===== src/rtl/interfaz_rx.sv =====
// Purpose : assembles a 3-byte UART frame (operand A, operand B, opcode) into
//           one coherent set of registered ALU operands with a valid pulse.
// Latency : o_valid rises one cycle after the opcode byte is sampled; o_timeout
//           rises one cycle after the inter-byte gap expires.
// Backpressure: none; every i_done_rx pulse is consumed in the cycle it arrives.
//
// Ports:
//   i_clk      system clock, rising edge
//   i_rst      asynchronous active-low reset
//   i_data     byte from the UART receiver, qualified by i_done_rx
//   i_done_rx  one-cycle strobe: i_data holds a complete byte
//   o_dato_a   operand A to the ALU (held until the next complete frame)
//   o_dato_b   operand B to the ALU (held until the next complete frame)
//   o_opcode   opcode to the ALU, low NB_OPCODE bits of the third byte
//   o_valid    one-cycle pulse: a new frame is present on the ALU outputs
//   o_timeout  one-cycle pulse: a partial frame was discarded
module interfaz_rx #(
  parameter int unsigned NB_DATA   = 8,
  parameter int unsigned NB_OPCODE = 6,
  parameter int unsigned TIMEOUT   = 50000,
  parameter int unsigned NB_TIMER  = 16
) (
  input  logic                 i_clk,
  input  logic                 i_rst,
  input  logic [NB_DATA-1:0]   i_data,
  input  logic                 i_done_rx,
  output logic [NB_DATA-1:0]   o_dato_a,
  output logic [NB_DATA-1:0]   o_dato_b,
  output logic [NB_OPCODE-1:0] o_opcode,
  output logic                 o_valid,
  output logic                 o_timeout
);

  typedef enum logic [1:0] {
    WAIT_A  = 2'd0,
    WAIT_B  = 2'd1,
    WAIT_OP = 2'd2,
    VALID   = 2'd3
  } state_t;

  // A zero TIMEOUT disables expiry entirely; CNT_LAST is then never consulted.
  localparam bit                  TO_EN    = (TIMEOUT != 0);
  localparam logic [NB_TIMER-1:0] CNT_LAST = NB_TIMER'((TIMEOUT == 0) ? 0 : TIMEOUT - 1);
  localparam logic [NB_TIMER-1:0] CNT_MAX  = '1;

  state_t                 state_q,   state_d;
  logic [NB_DATA-1:0]     a_buf_q,   a_buf_d;
  logic [NB_DATA-1:0]     b_buf_q,   b_buf_d;
  logic [NB_TIMER-1:0]    cnt_q,     cnt_d;
  logic [NB_DATA-1:0]     dato_a_q,  dato_a_d;
  logic [NB_DATA-1:0]     dato_b_q,  dato_b_d;
  logic [NB_OPCODE-1:0]   opcode_q,  opcode_d;
  logic                   timeout_q, timeout_d;

  logic                   gap_expired;
  logic [NB_TIMER-1:0]    cnt_inc;

  // Expiry only when no byte arrives this cycle: a byte landing on the last
  // allowed cycle wins and the frame continues.
  assign gap_expired = TO_EN && (cnt_q == CNT_LAST) && !i_done_rx;

  // Saturating increment, relevant when the timeout is disabled and a frame
  // stalls forever.
  assign cnt_inc = (cnt_q == CNT_MAX) ? cnt_q : cnt_q + 1'b1;

  always_comb begin
    state_d   = state_q;
    a_buf_d   = a_buf_q;
    b_buf_d   = b_buf_q;
    cnt_d     = cnt_q;
    dato_a_d  = dato_a_q;
    dato_b_d  = dato_b_q;
    opcode_d  = opcode_q;
    timeout_d = 1'b0;

    case (state_q)
      WAIT_A: begin
        // Idle between frames: no gap is measured here.
        cnt_d = '0;
        if (i_done_rx) begin
          a_buf_d = i_data;
          state_d = WAIT_B;
        end
      end

      WAIT_B: begin
        if (i_done_rx) begin
          b_buf_d = i_data;
          cnt_d   = '0;
          state_d = WAIT_OP;
        end else if (gap_expired) begin
          // Shadow buffers are left as-is; they are overwritten by the next frame.
          cnt_d     = '0;
          timeout_d = 1'b1;
          state_d   = WAIT_A;
        end else begin
          cnt_d = cnt_inc;
        end
      end

      WAIT_OP: begin
        if (i_done_rx) begin
          // All three ALU fields update together so the ALU never sees a mix
          // of two frames.
          dato_a_d = a_buf_q;
          dato_b_d = b_buf_q;
          opcode_d = i_data[NB_OPCODE-1:0];
          cnt_d    = '0;
          state_d  = VALID;
        end else if (gap_expired) begin
          cnt_d     = '0;
          timeout_d = 1'b1;
          state_d   = WAIT_A;
        end else begin
          cnt_d = cnt_inc;
        end
      end

      VALID: begin
        cnt_d = '0;
        // A byte arriving during the valid pulse already starts the next frame.
        if (i_done_rx) begin
          a_buf_d = i_data;
          state_d = WAIT_B;
        end else begin
          state_d = WAIT_A;
        end
      end

      default: begin
        cnt_d   = '0;
        state_d = WAIT_A;
      end
    endcase
  end

  always_ff @(posedge i_clk or negedge i_rst) begin
    if (!i_rst) begin
      state_q   <= WAIT_A;
      a_buf_q   <= '0;
      b_buf_q   <= '0;
      cnt_q     <= '0;
      dato_a_q  <= '0;
      dato_b_q  <= '0;
      opcode_q  <= '0;
      timeout_q <= 1'b0;
    end else begin
      state_q   <= state_d;
      a_buf_q   <= a_buf_d;
      b_buf_q   <= b_buf_d;
      cnt_q     <= cnt_d;
      dato_a_q  <= dato_a_d;
      dato_b_q  <= dato_b_d;
      opcode_q  <= opcode_d;
      timeout_q <= timeout_d;
    end
  end

  assign o_dato_a  = dato_a_q;
  assign o_dato_b  = dato_b_q;
  assign o_opcode  = opcode_q;
  // Decoded straight from the state register: high for exactly the VALID cycle.
  assign o_valid   = (state_q == VALID);
  assign o_timeout = timeout_q;

endmodule


===== config.mk =====
export PLATFORM = sky130hd
export DESIGN_NAME = interfaz_rx
export DESIGN_NICKNAME = d
export VERILOG_FILES = /design/src/rtl/interfaz_rx.sv
export SDC_FILE = /design/constraint.sdc
export NUM_CORES = 1
export LEC_CHECK = 0
export ABC_AREA = 1
export CAP_MARGIN = 20
export CORE_ASPECT_RATIO = 0.7
export CORE_MARGIN = 2
export CORE_UTILIZATION = 52
export CTS_BUF_LIST = sky130_fd_sc_hd__clkbuf_2
export CTS_CLUSTER_DIAMETER = 30
export DETAILED_ROUTE_END_ITERATION = 7
export GPL_TIMING_DRIVEN = 0
export PLACE_DENSITY = 0.84
export SYNTH_ARGS = -nofsm -noshare
export SYNTH_HDL_FRONTEND = slang
export SYNTH_SLANG_ARGS = --single-unit

===== constraint.sdc =====
create_clock -name i_clk -period 1.85 [get_ports i_clk]
set_clock_uncertainty 0.2 [all_clocks]
set_input_delay 0.37 -clock i_clk [delete_from_list [all_inputs] [get_ports i_clk]]
set_output_delay 0.37 -clock i_clk [all_outputs]
set_load 0.02 [all_outputs]

# Word-level counts from Yosys, hierarchy flattened
# Index checks and enable logic that the tools add are counted.
# totals
ff_bits	57
inputBits	11
out_inout_bits	24
word_cells	37
# classes
n_addsub	1
n_eq_ne	7
mux	13
reduce_logical	8
# ops
operator	count
16-bit two-way mux	3
16-bit equality test, second input constant	2
16-bit case mux with 2 select lines	1
16-bit by 1-bit adder with 16-bit output, second input constant	1
2-bit two-way mux	4
2-bit case mux with 4 select lines	1
2-bit AND reduction	3
2-bit equality test, second input constant	2
1-bit two-way mux	4
4-bit inequality test, second input constant	1
2-bit OR reduction	2
2-bit by 1-bit equality test with 1-bit output, second input constant	1
2-bit zero test	1
2-bit inequality test, second input constant	1
1-bit logical AND	1
1-bit zero test	1

# Logic depth before layout (Yosys ltp)
# Gate-level depths: netlist (run 1).
# depth
ltp_word	5
mapped_depth	9
mapped_depth_nobuf	9

# Worst setup path before layout (run 1)
# OpenSTA, ideal clock, no wires.
# synth_timing
kind	reg-to-reg
start	reg state_q[0]
end	reg a_buf_q[0]
setup_ns	0.126
t_arrival_ns	1.435
required_ns	1.524
setup_slack_ns	0.089
path_stages_with_launch	9
n_path_buf	2
period_less_slack_ns	1.761
cell_sequence	dfrtp_1 -> inv_1 -> ha_1 -> buf_2 -> inv_2 -> nand2_1 -> buf_2 -> nand2_1 -> o21ai_0
# synth_via
elab_chain_len	3
elab_cells_between_ends	4
cone_classes	1 x eq/ne; 3 x reduce/logical
# synth_lines
element	line_no	source
start: declaration	46	state_t state_q, state_d;
start signal: assignment	148	state_q <= state_d;
2-bit equality test or 2-bit zero test (tied branches)	76	case (state_q)
2-bit OR reduction (no line) (*)	--	
2-bit AND reduction (no line) (*)	--	
end signal: assignment	149	a_buf_q <= a_buf_d;
end: declaration	47	logic [NB_DATA-1:0] a_buf_q, a_buf_d;
# Every way passes the cells marked *; elsewhere a longest branch is shown, timed or not.
# A chain may end at the register's enable or synchronous reset.

# Worst setup path in the final report (run 1)
# layout_timing
start	reg state_q[0]
end	out o_valid
# layout_via
elab_chain_len	1
# layout_lines
element	line_no	source
2-bit equality test	163	assign o_valid = (state_q == VALID);
end: declaration	30	output logic o_valid,
# Every way passes these cells.

==> impl_metrics.json, run 1 <==
{
  "cts_buffers": 9,
  "setup_slack_ns": -0.000931,
  "slew-limit-headroom_pct": 68.3,
  "worst_hold_path_type": "input port to asynchronous set/reset pin",
  "synth-seq-cells": 57,
  "power_uw": 4610,
  "cts.path.max_buffers": 2,
  "grt_usage_pct": 23.4,
  "arrival_ns": 1.28,
  "vias": 2427,
  "drc": 0,
  "startpoint_type": "flop",
  "worstMarginPinSlew_ns": 0.476,
  "critPathMaxStageDelay_ns": 0.45,
  "crit_path_end_kind": "primary output",
  "slew_violations": 0,
  "initial_core_util_pct": 53.2,
  "violations": "negative setup slack",
  "synth_edf_count": 0,
  "fillers": 394,
  "core-area_mm2": 0.00517,
  "wl_um": 6960,
  "cts_max_level": 3,
  "grt_pass1_vias": 2167,
  "worstSetupPathType": "flop to primary output",
  "post-route-period-util_pct": 100,
  "utilization_pct": 67.6,
  "cts_tree": "built",
  "synth-main-ff-cell": "dfrtp_1",
  "ir_drop_v": 0.000892,
  "num_io_pins": 35,
  "critPathMaxFanout": 2,
  "place.port_buffers": 33,
  "synth_warnings": 0,
  "grt_start_max_net_pins": 41,
  "nets": 390,
  "first_pass_iters": 5,
  "path_clk_slew_ns": 0.19,
  "finalSetupViolations": 1,
  "avgRoutedWirePerCell_um": 15.5,
  "cts-root-buf": "clkbuf_2",
  "fin_setup_tns_ns": -0.000931,
  "gr-total-overflow": 0,
  "rows": 22,
  "syn2layout_area_growth_pct": 26.9,
  "syn-mean-instance-area_um2": 9.03,
  "required_ns": 1.28,
  "dp_hpwl_um": 4540,
  "viasPerCell": 5.39,
  "rsz0062_at_grt": "yes",
  "synth_cell_types": 27,
  "ant_nets": 0,
  "antenna_found_initial": 0,
  "cts.sinks": 57,
  "place_worst_setup_slack_ns": -0.254,
  "die_width_um": 91,
  "grt_pass1_wl_um": 10500,
  "syn_area_mm2": 0.00276,
  "synthesis.nets": 322,
  "ys_seq_area_share_pct": 51.8,
  "place.gp.congestion": 0.939,
  "fin_crit_ns": 1.85,
  "layout-drive-gt1-share_pct": 28.8,
  "cp_slowest_cell": "dfrtp_1",
  "clock.fmax_ghz": 0.540,
  "power.density_mw_per_mm2": 1320,
  "async_flop_share_pct": 100,
  "outcome": "complete, but fails checks",
  "die_area_mm2": 0.00591,
  "crit_chain": "ha_2, buf_6",
  "p_leak_uw": 0.00172,
  "die_h_um": 64.9,
  "syn_inst": 305,
  "cap_viol_max_count": 0,
  "drt_iter0_drc": 238,
  "n_antenna_cell": 0,
  "clkLatencyLatePin_ns": 0.51,
  "hold_viol_final": 0
}
## synth_stat cells (2+ instances only)
master / instances / area share (%)
o21bai_1: 5 / 1.4
o21ai_2: 2 / 0.64
inv_1: 31 / 4.2
xor2_1: 3 / 0.95
mux2_2: 16 / 6.5
nand2_1: 76 / 10
o21ai_0: 29 / 5.3
nand3_1: 19 / 3.5
buf_4: 2 / 0.54
ha_1: 6 / 2.7
nor2_2: 4 / 0.91
dfrtp_1: 57 / 52
buf_2: 2 / 0.36
nand4_1: 10 / 2.3
nor2_4: 3 / 1.2
nor2_1: 21 / 2.9
a21oi_1: 4 / 0.73
clkbuf_1: 2 / 0.27
inv_2: 2 / 0.27
nand2_2: 4 / 0.91
## report_power, final
group	total [uW]	internal, uW	switching [uW]
Combinational	2030	872	1160
Clock	656	172	485
Sequential	1920	1670	256
## cell usage in the layout, fill, tap and decap left out, types with 4 or more instances in the layout
cell type	n
clkdlybuf4s50_1	8
a21oi_1	4
inv_1	28
clkinv_2	4
nand3_1	17
clkdlybuf4s15_1	6
nand2_1	74
nor2_4	4
dfrtp_1	56
nor2_1	20
o21ai_1	8
nand4_1	10
nor2_2	4
buf_4	23
o21ai_0	22
clkbuf_2	26
o21bai_1	5
mux2_2	16
## state kept, by name, indices dropped and copies added (netlist names)
signal / flops
o_timeout: 1
o_dato_b: 8
o_dato_a: 8
a_buf_q: 8
cnt_q: 16
b_buf_q: 8
state_q: 2
o_opcode: 6
## path summary, 6_finish.rpt
| check | end | slack (ns) | depth (start not counted) | from |
|---|---|---|---|---|
| max | o_valid | -0.0009 | 2 | state_q[0] |
| min in group i_clk | a_buf_q[5] | 0.25 | 3 | i_data[5] |
| min | cnt_q[15] | 0.09 | 2 | i_rst |
| max reg2reg | cnt_q[4] | 0.05 | 9 | cnt_q[0] |
| min reg2reg | a_buf_q[6] | 0.31 | 2 | a_buf_q[6] |
| max in group asynchronous | cnt_q[6] | 0.77 | 3 | i_rst |
## worst max-delay path, delay by kind of cell, from the launching register on
family | cells | cell delay [ns]
flip-flops | 1 | 0.45
buffers and inverters | 1 | 0.13
adder cells (fa/ha/maj) | 1 | 0.21
## repair_timing
action / in CTS / in global routing
endpoints found under the hold margin: 59 / 0
endpoints found under the setup margin: 59 / 69
gates resized for setup: 44 / 62
buffers inserted: 5 / 17
hold buffers: 2 / 0
gates cloned: 0 / 1
pin swaps: 2 / 7
## routing by layer
layer  up-vias  wire length [um]  GRT usage, %
met5         -                 0             0
met4         0               147          6.63
met3        19               663          8.49
met2       121              3200          34.2
met1      1160              2960          33.1
li1       1127                 -             -
## logic make-up (layout without fill, tap and decap cells)
family                   after synthesis  in the layout  share of synthesized area, %
AND/OR/NAND/NOR                      140            140                          23.0
flip-flops                            57             57                          51.8
AO/OA/AOI/OAI                         42             42                          8.77
buffers and inverters                 41            114                          6.22
multiplexers                          16             16                          6.54
adder cells (fa/ha/maj)                6              6                          2.72
XOR/XNOR                               3              3                         0.954
## final cells by class
| cell class | instances | area (um2) | area share, % |
|---|---|---|---|
| clock inverter | 6 | 35.0 | 1.00 |
| inverter | 33 | 134 | 3.83 |
| buffer | 6 | 50.0 | 1.43 |
| tap | 72 | 90.1 | 2.58 |
| multi-input combinational | 207 | 1230 | 35.2 |
| clock buffer | 10 | 50.0 | 1.43 |
| sequential | 57 | 1430 | 40.8 |
| timing repair buffer | 59 | 479 | 13.7 |
## metrics by stage
step | instances | area, um2 | hold slack, ns
after floorplan | 305 | 2760 | -0.126
after global placement | 410 | 3180 | 0.262
after detailed placement | 411 | 3190 | 0.134
after CTS | 434 | 3340 | 0.0964
after global routing | 450 | 3500 | 0.122
final | 450 | 3500 | 0.0917
(Power assumes the default switching activity.)
==> run 2, diff against run 1 <==
--- a/config.mk
+++ b/config.mk
@@ -9,12 +9,13 @@
 export CAP_MARGIN = 20
 export CORE_ASPECT_RATIO = 0.7
 export CORE_MARGIN = 2
-export CORE_UTILIZATION = 52
+export CORE_UTILIZATION = 35
 export CTS_BUF_LIST = sky130_fd_sc_hd__clkbuf_2
 export CTS_CLUSTER_DIAMETER = 30
+export CTS_CLUSTER_SIZE = 24
 export DETAILED_ROUTE_END_ITERATION = 7
 export GPL_TIMING_DRIVEN = 0
-export PLACE_DENSITY = 0.84
+export PLACE_DENSITY = 0.62
 export SYNTH_ARGS = -nofsm -noshare
 export SYNTH_HDL_FRONTEND = slang
 export SYNTH_SLANG_ARGS = --single-unit
==> run 2 against run 1 <==
  * Routed wire length is 8.5% lower
  * First-iteration DRC count fell by 47%
  * Fmax rose by 0.71%
  * Global-route usage down 7.2 points
  * Cell count up 4.9%
  * Combinational power fell by 2%
  * Sequential power is essentially flat
  * Clock power grew 17%
  * The flow now finishes without violations
  * Highest routed layer unchanged
  * Worst setup slack improved by 0.013 ns
==> impl_metrics.json, run 2 (synthesized netlist as in run 1, its figures left out) <==
{
  "outcome": "finished clean",
  "die_area_mm2": 0.00861,
  "drt_iter0_drc": 125,
  "fin_setup_tns_ns": 0,
  "layout-drive-gt1-share_pct": 23.5,
  "path_clk_slew_ns": 0.17,
  "drc": 0,
  "setup_slack_ns": 0.0121,
  "die_h_um": 78.2,
  "dp_hpwl_um": 4610,
  "rows": 27,
  "rr_worst_depth": 5,
  "first_pass_iters": 4,
  "cap_viol_max_count": 0,
  "gr-total-overflow": 0,
  "startpoint_type": "flop",
  "crit_path_end_kind": "primary output",
  "grt_usage_pct": 16.2,
  "cts_max_level": 3,
  "syn2layout_area_growth_pct": 27.3,
  "finalSetupViolations": 0,
  "cts-root-buf": "clkbuf_2",
  "grt_pass1_wl_um": 10600,
  "cts_tree": "built",
  "viasPerCell": 4.80,
  "core-area_mm2": 0.00774,
  "initial_core_util_pct": 35.6,
  "nets": 383,
  "wl_um": 6370,
  "seq_area_mm2": 0.00143,
  "largest_reg_flops": 16,
  "clock.fmax_ghz": 0.544,
  "ir_drop_v": 0.000651,
  "worst_hold_path_type": "input port to asynchronous set/reset pin",
  "grt_pass1_vias": 2113,
  "final_common_cell": "nand2_1",
  "grt_start_max_net_pins": 39,
  "clkLatencyLatePin_ns": 0.49,
  "required_ns": 1.28,
  "vias": 2267,
  "place_worst_setup_slack_ns": -0.257,
  "fin_crit_ns": 1.84,
  "final_cell_mix": "nand2_1, dfrtp_1, inv_1",
  "worstSetupPathType": "flop to primary output",
  "cts_buffers": 9,
  "power.density_mw_per_mm2": 1330,
  "slew_violations": 0,
  "post-route-period-util_pct": 99.3,
  "cts.sinks": 57,
  "num_io_pins": 35,
  "worstMarginPinSlew_ns": 0.518,
  "p_leak_uw": 0.00169,
  "multi_input_area_mm2": 0.00121,
  "antenna_found_initial": 0,
  "place.port_buffers": 33,
  "critPathMaxFanout": 4,
  "avgRoutedWirePerCell_um": 13.5,
  "hold_viol_final": 0,
  "rsz0062_at_grt": "yes",
  "ff2ff_setup_slack_ns": 0.07,
  "n_antenna_cell": 0,
  "place.gp.congestion": 0.962,
  "arrival_ns": 1.27,
  "ant_nets": 0,
  "cts.path.max_buffers": 2,
  "fillers": 757,
  "regMostFlops": "cnt_q",
  "slew-limit-headroom_pct": 65.4,
  "die_width_um": 110
}
## run 2: cell count changes in the layout (fill, tap and decap cells not counted), sizes merged
cell / change
clkdlybuf4s15: +6
clkbuf: -10
bufinv: +1
dlygate4sd2: +4
buf: -7
clkinv: -1
## run 2: cell type report
class,count,share of cell area [%]
Clock buffer,10,1.43
Multi-Input combinational cell,207,34.4
Timing Repair Buffer,51,12.7
Buffer,7,1.64
Sequential cell,57,40.7
Clock inverter,6,1.68
Tap cell,101,3.60
Inverter,33,3.82
## run 2: worst max-delay path, stage by stage (launching register included)
cell     delay [ns]
dfrtp_1        0.46
ha_2           0.20
buf_6          0.13
## run 2: power by group
group          internal, uW  switching, uW  total, uW  leakage, uW
combinational           884           1100       1990     0.000889
sequential             1670            234       1900     0.000735
clock                   308            462        770    0.0000654
## run 2: timing repair
action | CTS | global route
pin swaps | 1 | 4
hold endpoints to repair | 20 | 0
endpoints found under the setup margin | 61 | 53
cloned | 1 | 0
buffers inserted | 6 | 8
gates resized for setup | 43 | 36
hold buffers | 2 | 0
## run 2: layer usage
| layer | track usage, % | part of all wire [%] | up-vias |
|---|---|---|---|
| met5 | 0 | 0 | - |
| met4 | 4.43 | 1.6 | 0 |
| met3 | 5.48 | 5.3 | 10 |
| met2 | 21.2 | 42 | 56 |
| met1 | 25.1 | 51 | 1085 |
| li1 | - | - | 1116 |
## run 2: path summary, 6_finish.rpt
path                               end  startpoint
max in group asynchronous     cnt_q[0]       i_rst
setup / recovery               o_valid  state_q[0]
hold / removal             o_dato_b[5]       i_rst
hold reg to reg             a_buf_q[1]  a_buf_q[1]
min in group i_clk          b_buf_q[6]   i_data[6]
setup reg to reg           o_dato_a[1]  state_q[0]
## run 2: metrics by stage
step | hold slack (ns) | power, uW | std cells | utilization (%) | area [um2]
2_1_floorplan | -0.126 | 2920 | 305 | - | 2760
3_3_place_gp | 0.263 | 3630 | 439 | 41.5 | 3210
3_5_place_dp | 0.155 | 3690 | 440 | 41.7 | 3230
4_1_cts | 0.159 | 4540 | 464 | 44.1 | 3410
5_1_grt | 0.138 | 5010 | 472 | 45.4 | 3510
6_report | 0.138 | 4660 | 472 | 45.4 | 3510
